===== config.mk =====
export PLATFORM = sky130hd
export DESIGN_NAME = imu_spi_responder_flat
export DESIGN_NICKNAME = d
export VERILOG_FILES = /design/src/rtl/imu_spi_responder_if.sv /design/src/rtl/imu_spi_responder.sv /design/src/flat_wrapper.sv
export SDC_FILE = /design/constraint.sdc
export NUM_CORES = 1
export LEC_CHECK = 0
export ABC_CLOCK_PERIOD_IN_PS = 2200
export BUFFER_PORTS_ARGS = -buffer_cell sky130_fd_sc_hd__buf_2
export CAP_MARGIN = 20
export CORE_ASPECT_RATIO = 1.5
export CORE_UTILIZATION = 30
export DETAILED_ROUTE_END_ITERATION = 10
export GPL_TIMING_DRIVEN = 0
export PLACE_DENSITY_LB_ADDON = 0.05
export SLEW_MARGIN = 5
export SYNTH_ARGS = -nofsm -noshare
export SYNTH_HDL_FRONTEND = slang
export SYNTH_SLANG_ARGS = --single-unit

===== constraint.sdc =====
create_clock -name clock -period 2.2 [get_ports clock]
set_clock_uncertainty 0.05 [all_clocks]
set_input_delay 0 -clock clock [delete_from_list [all_inputs] [get_ports clock]]
set_output_delay 0 -clock clock [all_outputs]
set_load 0.02 [all_outputs]

===== src/rtl/imu_spi_responder_if.sv =====
// imu_spi_responder_if: SPI bus between the flight-controller master and the IMU responder
interface imu_spi_responder_if;
    logic ss;
    logic sck;
    logic mosi;
    logic miso;
    modport master (output ss, sck, mosi, input miso);
    modport slave (input ss, sck, mosi, output miso);
endinterface


===== src/rtl/imu_spi_responder.sv =====
// imu_spi_responder: SPI mode-0 slave serving a coherent snapshot of the 9-word IMU register bank
module imu_spi_responder #(
    parameter int SYNC_STAGES = 2,
    parameter logic [7:0] CMD_READ = 8'hA5
) (
    input  logic clock,
    input  logic reset,
    imu_spi_responder_if.slave spi,
    input  logic wr_en,
    input  logic [3:0] wr_addr,
    input  logic [15:0] wr_data,
    output logic busy,
    output logic frame_done,
    output logic frame_err,
    output logic [4:0] byte_count
);
    localparam logic [1:0] IDLE = 2'd0;
    localparam logic [1:0] CMD = 2'd1;
    localparam logic [1:0] DATA = 2'd2;

    logic [SYNC_STAGES-1:0] ss_sync, sck_sync, mosi_sync;
    logic ss_prev, sck_prev;
    logic ss_s, sck_s, mosi_s;
    logic ss_fall, ss_rise, sck_rise, sck_fall;
    logic [1:0] state;
    logic [15:0] bank [9];
    logic valid;
    logic [143:0] snap;
    logic [7:0] rx, tx, tx_next, cmd;
    logic [7:0] rx_new, cmd_now;
    logic [2:0] bit_cnt;
    logic [4:0] byte_cnt, byte_inc;

    assign ss_s = ss_sync[SYNC_STAGES-1];
    assign sck_s = sck_sync[SYNC_STAGES-1];
    assign mosi_s = mosi_sync[SYNC_STAGES-1];
    assign ss_fall = ss_prev & ~ss_s;
    assign ss_rise = ~ss_prev & ss_s;
    assign sck_rise = ~sck_prev & sck_s;
    assign sck_fall = sck_prev & ~sck_s;
    assign rx_new = {rx[6:0], mosi_s};
    assign cmd_now = (state == CMD) ? rx_new : cmd;
    assign byte_inc = (byte_cnt == 5'd31) ? byte_cnt : byte_cnt + 5'd1;
    assign busy = (state != IDLE);
    assign spi.miso = busy & tx[7];

    // Synchronize SPI pins; ss resets low so a frame already in progress at reset release never shows a falling edge
    always_ff @(posedge clock or negedge reset) begin
        if (!reset) begin
            ss_sync <= '0;
            sck_sync <= '0;
            mosi_sync <= '0;
            ss_prev <= 1'b0;
            sck_prev <= 1'b0;
        end else begin
            ss_sync <= {ss_sync[SYNC_STAGES-2:0], spi.ss};
            sck_sync <= {sck_sync[SYNC_STAGES-2:0], spi.sck};
            mosi_sync <= {mosi_sync[SYNC_STAGES-2:0], spi.mosi};
            ss_prev <= ss_s;
            sck_prev <= sck_s;
        end
    end

    // Register bank written by local logic; out-of-range addresses are dropped
    always_ff @(posedge clock or negedge reset) begin
        if (!reset) begin
            for (int i = 0; i < 9; i++) bank[i] <= '0;
            valid <= 1'b0;
        end else if (wr_en && wr_addr <= 4'd8) begin
            bank[wr_addr] <= wr_data;
            valid <= 1'b1;
        end
    end

    // Frame engine: snapshot on select, shift on synced SCK edges, report status on deselect
    always_ff @(posedge clock or negedge reset) begin
        if (!reset) begin
            state <= IDLE;
            snap <= '0;
            rx <= '0;
            tx <= '0;
            tx_next <= '0;
            cmd <= '0;
            bit_cnt <= '0;
            byte_cnt <= '0;
            frame_done <= 1'b0;
            frame_err <= 1'b0;
            byte_count <= '0;
        end else begin
            frame_done <= 1'b0;
            if (state == IDLE) begin
                if (ss_fall) begin
                    state <= CMD;
                    snap <= {bank[0], bank[1], bank[2], bank[3], bank[4],
                             bank[5], bank[6], bank[7], bank[8]};
                    tx <= {7'b0, valid};
                    bit_cnt <= '0;
                    byte_cnt <= '0;
                end
            end else if (ss_rise) begin
                state <= IDLE;
                frame_done <= 1'b1;
                frame_err <= (bit_cnt != 3'd0) || (state == DATA && cmd != CMD_READ);
                byte_count <= byte_cnt;
            end else if (sck_rise) begin
                rx <= rx_new;
                bit_cnt <= bit_cnt + 3'd1;
                if (bit_cnt == 3'd7) begin
                    byte_cnt <= byte_inc;
                    snap <= {snap[135:0], 8'h00};
                    tx_next <= (cmd_now == CMD_READ) ? snap[143:136] : 8'hFF;
                    if (state == CMD) begin
                        state <= DATA;
                        cmd <= rx_new;
                    end
                end
            end else if (sck_fall) begin
                tx <= (bit_cnt == 3'd0) ? tx_next : {tx[6:0], 1'b0};
            end
        end
    end
endmodule


===== src/flat_wrapper.sv =====
// flat-port wrapper written by rule: the top's interface ports become plain ports
module imu_spi_responder_flat 
#(
    parameter int SYNC_STAGES = 2,
    parameter logic [7:0] CMD_READ = 8'hA5
)
  (clock, reset, wr_en, wr_addr, wr_data, busy, frame_done, frame_err, byte_count, spi_ss, spi_sck, spi_mosi, spi_miso);
  imu_spi_responder_if spi_i ();
  input  logic clock;
  input  logic reset;
  input  logic wr_en;
  input  logic [3:0] wr_addr;
  input  logic [15:0] wr_data;
  output logic busy;
  output logic frame_done;
  output logic frame_err;
  output logic [4:0] byte_count;
  input wire logic [$bits(spi_i.ss)-1:0] spi_ss;
  input wire logic [$bits(spi_i.sck)-1:0] spi_sck;
  input wire logic [$bits(spi_i.mosi)-1:0] spi_mosi;
  output wire logic [$bits(spi_i.miso)-1:0] spi_miso;
  assign spi_i.ss = spi_ss;
  assign spi_i.sck = spi_sck;
  assign spi_i.mosi = spi_mosi;
  assign spi_miso = spi_i.miso;
  imu_spi_responder #(.SYNC_STAGES(SYNC_STAGES), .CMD_READ(CMD_READ)) u_core (.clock(clock), .reset(reset), .spi(spi_i), .wr_en(wr_en), .wr_addr(wr_addr), .wr_data(wr_data), .busy(busy), .frame_done(frame_done), .frame_err(frame_err), .byte_count(byte_count));
endmodule

; Yosys cells after proc, flatten, opt, wreduce, memory -nomap -nowiden
; Cells that the tools add are included.
[word_totals]
ff_bits = 345
input_bits = 26
word_cells = 109
[classes]
bitwise_logic = 12
order_cmp = 3
n_addsub = 2
muxes = 34
reduce_logical = 22
eq_ne = 10
[ops]
columns = operator, n
row1 = 144-bit 2-to-1 mux, 5
row2 = 144-bit bitwise mux, 1
row3 = 16-bit demux with 4-bit select, 1
row4 = 8-bit 2-to-1 mux, 8
row5 = 5-bit 2-to-1 mux, 6
row6 = 16-bit 2-to-1 mux, 1
row7 = 4-bit AND reduction, 4
row8 = 2-bit 2-to-1 mux, 6
row9 = 3-bit 2-to-1 mux, 4
row10 = 3-bit nonzero test, 4
row11 = 8-bit equality test (second input constant), 1
row12 = 8-bit != test (second input constant), 1
row13 = 2-bit nonzero test, 4
row14 = 2-bit != test (second input constant), 3
row15 = 1-bit inverter, 6
row16 = 3-bit AND reduction, 2
row17 = 5-bit by 1-bit adder with 5-bit output (second input constant), 1
row18 = 1-bit AND, 5
row19 = 5-bit equality test (second input constant), 1
row20 = 5-bit >= comparator (second input constant), 1
row21 = 5-bit by 1-bit < comparator with 1-bit output (second input constant), 1
row22 = 4-bit inverter with 5-bit output, 1
row23 = 5-bit AND reduction, 1
row24 = 4-bit less-or-equal comparator (second input constant), 1
row25 = other kinds (11), 14

; Longest topological paths before layout
; Gate-level depths: netlist (run 1).
[depth]
word_depth = 6
ltp_mapped = 7
ltp_nobuf = 6

; Worst setup path after synthesis (run 1)
; No wires, ideal clock.
[synth_timing]
path_kind = register -> register
from = reg u_core.byte_cnt[0]
to = reg u_core.byte_cnt[2]
n_path_buf = 0
arrival_ps = 1855
t_required_ps = 2025
synth_period_minus_slack_ps = 2030
stages_incl_launch_ff = 7
slack_ps = 170
path_cell_list = dfrtp_1 -> ha_1 -> and3_1 -> ha_1 -> nor4_1 -> nand2_1 -> mux2i_1
[synth_via]
elab_chain_len = 6
word_cells_on_any_way = 9
cone_classes = 1 x add/sub / 2 x eq/ne / 5 x mux / 1 x reduce/logical
[synth_lines]
columns = element, line
row1 = from (decl), imu_spi_responder.sv:32  ; logic [4:0] byte_cnt, byte_inc;
row2 = from (signal assigned), imu_spi_responder.sv:109  ; byte_cnt <= byte_inc;
row3 = 5-bit by 1-bit adder with 5-bit output, imu_spi_responder.sv:43  ; assign byte_inc = (byte_cnt == 5'd31) ? byte_cnt : byte_cnt + 5'd1;
row4 = 5-bit 2-to-1 mux, imu_spi_responder.sv:43
row5 = 5-bit 2-to-1 mux, imu_spi_responder.sv:108  ; if (bit_cnt == 3'd7) begin
row6 = 5-bit 2-to-1 mux, imu_spi_responder.sv:105  ; end else if (sck_rise) begin
row7 = 5-bit 2-to-1 mux, imu_spi_responder.sv:100  ; end else if (ss_rise) begin
row8 = 5-bit 2-to-1 mux, imu_spi_responder.sv:91  ; if (state == IDLE) begin
; Parallel ways exist; a longest one is shown, timed or not. The select of a mux whose other input is x is not followed.
; A chain may end at the register's enable or synchronous reset.

; Worst setup path in the final report (run 1)
[layout_timing]
from = reg u_core.state[1]
to = reg u_core.byte_cnt[3]
[layout_via]
elab_chain_len = 3
word_cells_on_any_way = 8
cone_classes = 3 x eq/ne / 1 x mux / 4 x reduce/logical
[layout_lines]
columns = element, line
row1 = from (decl), imu_spi_responder.sv:25  ; logic [1:0] state;
row2 = from (signal assigned), imu_spi_responder.sv:78  ; state <= IDLE;
row3 = from (signal assigned), imu_spi_responder.sv:93  ; state <= CMD;
row4 = from (signal assigned), imu_spi_responder.sv:101  ; state <= IDLE;
row5 = 2-bit logical NOT *, imu_spi_responder.sv:91
row6 = "2-bit != test (no source line), or another cell as far along", -
row7 = 5-bit AND reduction (no source line), -
; Mark *: on every way between the ends. The rest lies on a longest branch, timed or not.

==> results_dict.tcl, run 1 <==
set metrics [dict create \
    peakVddDrop_mv 0.494 \
    power_leakage_nw 8.45 \
    placement.cell_area_um2 15800 \
    cts_buffers 39 \
    post_route_cells_drive_above_1_share 0.303 \
    clock_latency_of_the_later_clocked_register_in_the_worst_skew_pair_ns 0.54 \
    finalHoldViolCount 0 \
    wl_met3_um 1240 \
    fin_area_um2 17600 \
    area_used_by_multi_input_combinational_logic_um2 5880 \
    drt-met1-wl_um 17100 \
    finalCriticalPeriod_ns 2.14 \
    result_of_the_run "finished, final reports clean" \
    synth.top_cells.by_area "dfrtp_1 59%, mux2_2 20%, nand2_1 11%" \
    num-fill-cells 5042 \
    fin_nets 1398 \
    critPathMaxStageDelay_ns 0.46 \
    globalplace.congestion 0.687 \
    dieArea_um2 50100 \
    worstHoldPathType "input pin to asynchronous set/reset pin" \
    drv.max_cap_violation_count 0 \
    synth_top_area_share 0.585 \
    first_global_vias 9844 \
    synthesis.instances 1262 \
    clock_path_buffers 3 \
    post_syn_nets 1293 \
    dp_hpwl_um 24800 \
    grt-ovfl-total 0 \
    core-area_um2 48600 \
    synthDominantAreaCellType "dfrtp_1" \
    yosys.cell_types.count 40 \
    crit_top_cell "buf_4" \
    die-width_um 183 \
    p_per_area_nw_per_um2 1120 \
    fp-row-count 99 \
    drt_first_pass_iters 4 \
    worst_ep_arrival_time_ns 2.55 \
    yosysSeqAreaShare 0.585 \
    wire_per_inst_um 19.0 \
    number_of_antenna_violations_at_the_first_check_in_global_routing 2 \
    portBuffers 32 \
    gr-usage-all-layers 0.162 \
    worstSetupPathType "flop to flop" \
    crit_slowest_cell "or4_1" \
    synth_ff_type "dfrtp_1" \
    wire_length_of_the_first_global_routing_pass_um 61200 \
    clk_transition_reported_paths_ns 0.06 \
    drtAntennaViolNets 0 \
    worstPathCellList "nor2_4 -> buf_4 -> buf_4 -> buf_4 -> or3_1 -> buf_6 -> or4_1 -> a21oi_1" \
    dr.first_iter.drc_count 311 \
    postRouteWirelength_um 39100 \
    synth-seq-cells 345 \
    worst_slew_slack_as_a_fraction_of_its_limit 0.389 \
    timing_worst_slew_pin_value_ns 0.911 \
    setup_violations 0 \
    topRoutingLayerUsed "met5" \
    pin_count 35 \
    dr_wl_met2_um 19800 \
    sort_of_element_at_the_end_of_the_critical_path "flop" \
    final.setup.tns_ns 0 \
    cts_htree_levels 2 \
    synth_async_sr_flop_share 1.00 \
    grt_setup_unrepaired "yes" \
    fin_total_pwr_mw 19.6 \
    timing.critical_path.required_ns 2.61 \
    cts_tree "done" \
    synth_warnings 0 \
    vias 9279 \
    fmax_mhz 466 \
    starting_density_of_the_core 0.304 \
    avg_synthesized_cell_area_um2 11.7 \
    final-max-slew-violation-count 0 \
    dieHeight_um 274 \
    remaining_drc_errors 0 \
    synthesis.area_um2 14800 \
    pin_count_of_the_biggest_net_entering_global_routing 106 \
    num_clock_sinks 345 \
    worstPathMaxFanout 4 \
    fin_crit_sh 0.975 \
    critPathLaunchType "flop" \
    drt-vias-per-instance 4.52 \
    area_delta_synth_final_pct 19.1 \
    ctsRootBufferMaster "clkbuf_16" \
    synth-edff-count 0 \
    layout.area.seq_um2 8640 \
]
## path summary, 6_finish.rpt
check | start | to | slack (ns) | depth (start not counted)
worst max-delay path | u_core.state[1] | u_core.byte_cnt[3] | 0.06 | 8
worst min-delay path | reset | u_core.snap[86] | 0.02 | 3
worst max register to register | u_core.state[1] | u_core.byte_cnt[3] | 0.06 | 8
worst min register to register | u_core.mosi_sync[0] | u_core.mosi_sync[1] | 0.30 | 0
max in group asynchronous | reset | u_core.snap[35] | 0.71 | 5
min in group clock | wr_data[7] | u_core.bank[55] | 0.02 | 2
## sequential cells by signal, summed over array words and instances (netlist names), 3 cells and up
signal / cells
u_core.byte_cnt: 5
u_core.bit_cnt: 3
u_core.cmd: 8
u_core.byte_count: 5
u_core.bank: 144
u_core.tx_next: 8
u_core.snap: 144
u_core.tx: 8
u_core.rx: 7
## per-layer routing
layer	GRT usage	up-vias
li1	-	4420
met1	0.201	4681
met2	0.288	122
met3	0.0257	52
met4	0.0445	4
met5	0	-
## cell usage after synthesis (2+ instances only)
cell and count:
o21ai_0 3, clkbuf_1 34, o31ai_1 2, mux2i_1 3, nor2b_1 6, a21oi_1 17
inv_1 3, or4_1 2, buf_4 5, buf_1 8, ha_1 5, nand3b_1 4
and2_1 2, dfrtp_1 345, nor4_1 2, a22o_1 9, nand3_1 7, nor3b_2 3
mux2_2 257, and3_1 2, buf_2 17, nand4b_1 2, nand2_1 436, nor2_1 21
mux2_1 52
## cell families (layout without fill, tap and decap cells)
group / after synthesis / in the layout / synth area share
AO/OA/AOI/OAI: 37 / 37 / 0.0169
flip-flops: 345 / 345 / 0.585
AND/OR/NAND/NOR: 495 / 495 / 0.136
buffers and inverters: 68 / 203 / 0.0200
adder cells (fa/ha/maj): 5 / 5 / 0.00424
multiplexers: 312 / 312 / 0.238
other: 0 / 2 / 0
## worst max-delay path, delay by kind of cell, from the launching register on
family,cells,cell delay [ns]
simple gates,3,0.90
compound gates,1,0.15
flops,1,0.39
buf+inv,4,0.56
## stage by stage
step	util	instances	setup slack, ns	hold WS, ns
final	0.362	2055	0.0560	0.0160
after global routing	0.362	2053	-0.00998	0.00563
after CTS	0.359	2045	0.000562	0.00340
after detailed placement	0.326	1953	-0.437	0.0243
after global placement	0.324	1950	-6.41	0.0596
after floorplan	-	1262	0.170	-0.346
## timing repair
action,in CTS,in global routing
setup endpoints to repair,161,233
hold buffers,12,5
gates resized for setup,17,29
pin swaps,4,1
hold endpoints to repair,141,2
buffers inserted,9,3
## layout by cell type (no fill, tap or decap), types with 15 or more instances in the layout
cell	n
buf_2	38
clkbuf_1	28
dfrtp_1	342
mux2_1	52
nor2_1	21
a21oi_1	17
dlygate4sd3_1	15
buf_4	18
clkbuf_16	39
mux2_2	257
nand2_1	436
## report_power, final
| group | leakage [nW] | switching [mW] | internal, mW |
|---|---|---|---|
| sequential | 4.33 | 0.970 | 8.21 |
| combinational | 3.45 | 1.71 | 1.88 |
| clock | 0.669 | 2.72 | 4.15 |
| total | 8.45 | 5.40 | 14.2 |
## area by class of cell
type / instances / area share
Sequential cell: 345 / 0.491
Multi-Input combinational cell: 849 / 0.334
Clock buffer: 58 / 0.0664
Tap cell: 656 / 0.0467
Timing Repair Buffer: 64 / 0.0310
Buffer: 64 / 0.0189
Clock inverter: 13 / 0.0100
Inverter: 4 / 0.000854
Antenna cell: 2 / 0.000285
No activity file was read; power rests on OpenSTA's default activity.
==> inputs of run 2 (changes only) <==
--- a/config.mk
+++ b/config.mk
@@ -5,6 +5,7 @@
 export SDC_FILE = /design/constraint.sdc
 export NUM_CORES = 1
 export LEC_CHECK = 0
+export ABC_AREA = 1
 export ABC_CLOCK_PERIOD_IN_PS = 2200
 export BUFFER_PORTS_ARGS = -buffer_cell sky130_fd_sc_hd__buf_2
 export CAP_MARGIN = 20
==> run 2 against run 1 <==
Synthesized area shrank 0.87%. Critical endpoint is now spi_miso. Largest power group unchanged. Sequential share of layout area rose by 0.95 points. First-iteration DRC count is 130% higher. Worst hold slack worse by 0.0018 ns. Worst setup slack improved by 0.091 ns. Sequential power is 1% lower. Count of clock-buffer cells in the layout is 1 higher. Largest cell class unchanged.
==> results_dict.tcl, run 2 <==
set metrics [dict create \
    result_of_the_run "finished, final reports clean" \
    post_route_cells_drive_above_1_share 0.0904 \
    num_clock_sinks 345 \
    num-fill-cells 5093 \
    worstSetupPathType "flop to output port" \
    vias 11352 \
    pin_count_of_the_biggest_net_entering_global_routing 108 \
    timing_worst_slew_pin_value_ns 0.970 \
    synth-edff-count 0 \
    drt-vias-per-instance 4.54 \
    critical_path.reg2reg.startpoint "u_core.state[0]" \
    multiplexer_fraction_of_the_synthesized_cell_area 0 \
    postCtsSetupRepairBufs 0 \
    final.setup.tns_ns 0 \
    cp.depth 5 \
    first_global_vias 11663 \
    startpoint "u_core.state[1]" \
    capture_point_of_the_worst_path "spi_miso" \
    yosys.cell_types.count 27 \
    combinational_family_with_the_most_area_after_synthesis "simple AND/OR/NAND/NOR gates" \
    reg_top3 "u_core.bank x144, u_core.snap x144" \
    synth_top_area_share 0.590 \
    final_util 0.360 \
    sort_of_element_at_the_end_of_the_critical_path "output port" \
    post_syn_nets 1755 \
    clock_power_share 0.285 \
    pwr-share-comb 0.325 \
    cts_tree "done" \
    worst_slew_slack_as_a_fraction_of_its_limit 0.348 \
    synth-compound-area-share 0.154 \
    number_of_antenna_violations_at_the_first_check_in_global_routing 4 \
    postRouteWirelength_um 45700 \
    drt_first_pass_iters 5 \
    worstPathCellList "nor2_4 -> clkbuf_8 -> clkbuf_4 -> nor2_1 -> buf_2" \
    synth_async_sr_flop_share 1.00 \
    pin_count 35 \
    p_per_area_nw_per_um2 1350 \
    fin_crit_sh 0.933 \
    ctsRootBufferMaster "clkbuf_16" \
    yosys.area_share.xor_xnor 0.000599 \
    synth_warnings 0 \
    crit_slowest_cell "dfrtp_1" \
    fin_nets 1850 \
    critPathMaxStageDelay_ns 0.42 \
    synthDominantAreaCellType "dfrtp_1" \
    p_sw_mw 8.76 \
    r2r-end "u_core.snap[129]" \
    worstPathMaxFanout 10 \
    area_delta_synth_final_pct 17.9 \
    timing.critical_path.required_ns 2.15 \
    wire_per_inst_um 18.3 \
    avg_synthesized_cell_area_um2 8.48 \
    clock_latency_of_the_later_clocked_register_in_the_worst_skew_pair_ns 0.54 \
    drv.max_cap_violation_count 0 \
    synthesis.area_um2 14600 \
    grt-ovfl-total 0 \
    p_int_mw 14.5 \
    timing.critical_path.max_delay_family "buffers and inverters" \
    synth.most_common_cell "nand2_1" \
    synth.top_cells.by_area "dfrtp_1 59%, nand2_1 12%, o21ai_0 8.2%" \
    die-width_um 182 \
    drtAntennaViolNets 0 \
    cts_buffers 39 \
    seqPwrFrac 0.390 \
    core-area_um2 47900 \
    finalCriticalPeriod_ns 2.05 \
    dieHeight_um 272 \
    final-max-slew-violation-count 0 \
    clock_path_buffers 3 \
    gr-usage-all-layers 0.191 \
    fmax_mhz 487 \
    globalplace.congestion 0.748 \
    starting_density_of_the_core 0.305 \
    power_leakage_nw 8.10 \
    switching_share 0.376 \
    dr.first_iter.drc_count 706 \
    finalHoldViolCount 0 \
    ff2ff_path_depth 10 \
    fp-row-count 98 \
    mostFrequentLayoutCell "nand2_1" \
    post_synth_and_or_nand_nor_area_fraction 0.172 \
    critPathLaunchType "flop" \
    peakVddDrop_mv 0.717 \
    mostFrequentLayoutCells "478 x nand2_1, 345 x dfrtp_1, 240 x o21ai_0, 184 x inv_1, 128 x o21ai_1" \
    yosysSeqAreaShare 0.590 \
    grt_setup_unrepaired "no" \
    setup_violations 0 \
    fin_total_pwr_mw 23.3 \
    synth-seq-cells 345 \
    remaining_drc_errors 0 \
    hold_slack_ns 0.0142 \
    wire_length_of_the_first_global_routing_pass_um 71200 \
    portBuffers 34 \
    cp_bufs_invs 3 \
    dieArea_um2 49700 \
    synthAdderAreaFrac 0.00428 \
    synthesis.instances 1724 \
    synth_ff_type "dfrtp_1" \
    r2r_slack_ns 0.17 \
    dp_hpwl_um 30500 \
    cts_htree_levels 2 \
    clk_transition_reported_paths_ns 0.06 \
    worstHoldPathType "input pin to flop" \
    worst_ep_arrival_time_ns 2.00 \
    synth_top_cells_by_count "478 x nand2_1, 345 x dfrtp_1, 240 x o21ai_0" \
]
[run 2: final cells by class]
class                      instances  area, um^2  share of cell area
sequential                       345        8630               0.501
multi-input combinational       1097        4860               0.282
clock buffer                      59        1160              0.0674
tap                              650         813              0.0472
inverter                         187         702              0.0407
buffer                            95         483              0.0280
timing repair buffer              54         450              0.0261
clock inverter                    10         124             0.00719
antenna                            4        10.0            0.000581
[run 2: metal layers]
layer	part of all wire	GRT usage	wire [um]	vias up
li1	-	-	-	5672
met1	0.42	0.232	19400	5440
met2	0.52	0.344	23600	170
met3	0.030	0.0263	1370	68
met4	0.027	0.0606	1250	2
met5	0.00024	0	11	-
[run 2: per-stage QoR]
step	std cells	area (um^2)	setup WS (ns)
after CTS	2497	17200	-0.0278
final	2501	17200	0.147
after global placement	2408	15600	-6.32
after floorplan	1724	14600	0.470
after global routing	2500	17200	0.00597
after detailed placement	2411	15700	-0.476
[run 2: kinds of logic (layout without fill, tap and decap cells)]
family          after synthesis  count (layout)
compound gates              448             448
xor+xnor                      1               1
fa+ha+maj                     5               5
buf+inv                     282             405
flops                       345             345
other cells                   0               4
simple gates                643             643
[run 2: how the worst min path moves through the flow]
stage | to | from | slack [ns] | cells after the start
floorplan | u_core.bank[0] | reset | -0.35 | 0
global placement | u_core.sck_sync[0] | spi_sck | 0.06 | 1
detailed placement | u_core.ss_sync[1] | reset | -0.09 | 1
CTS | u_core.bank[49] | wr_data[1] | 0.00006 | 3
global route | u_core.bank[49] | wr_data[1] | 0.01 | 3
finish | u_core.bank[49] | wr_data[1] | 0.01 | 3
[run 2: power by group through the flow]
stage	Clock, mW	Sequential, mW	Combinational [mW]
floorplan	0	8.95	5.11
global placement	0	9.19	7.53
detailed placement	0	9.20	7.59
CTS	6.87	9.09	7.71
global route	7.09	9.28	8.71
finish	6.64	9.08	7.56
[run 2: what timing repair did]
action,CTS,global route
cloned,0,0
endpoints found under the hold margin,273,0
setup endpoints to repair,141,146
resized for setup,11,11
hold buffers,17,0
[run 2: worst reg2reg max path, cell delays in order (launching register included)]
cell     delay (ns)
dfrtp_1        0.38
buf_4          0.20
inv_2          0.07
nand2_4        0.13
nor2_2         0.10
inv_2          0.07
nand3_2        0.11
nor2_4         0.17
buf_6          0.24
buf_2          0.28
o21ai_1        0.09
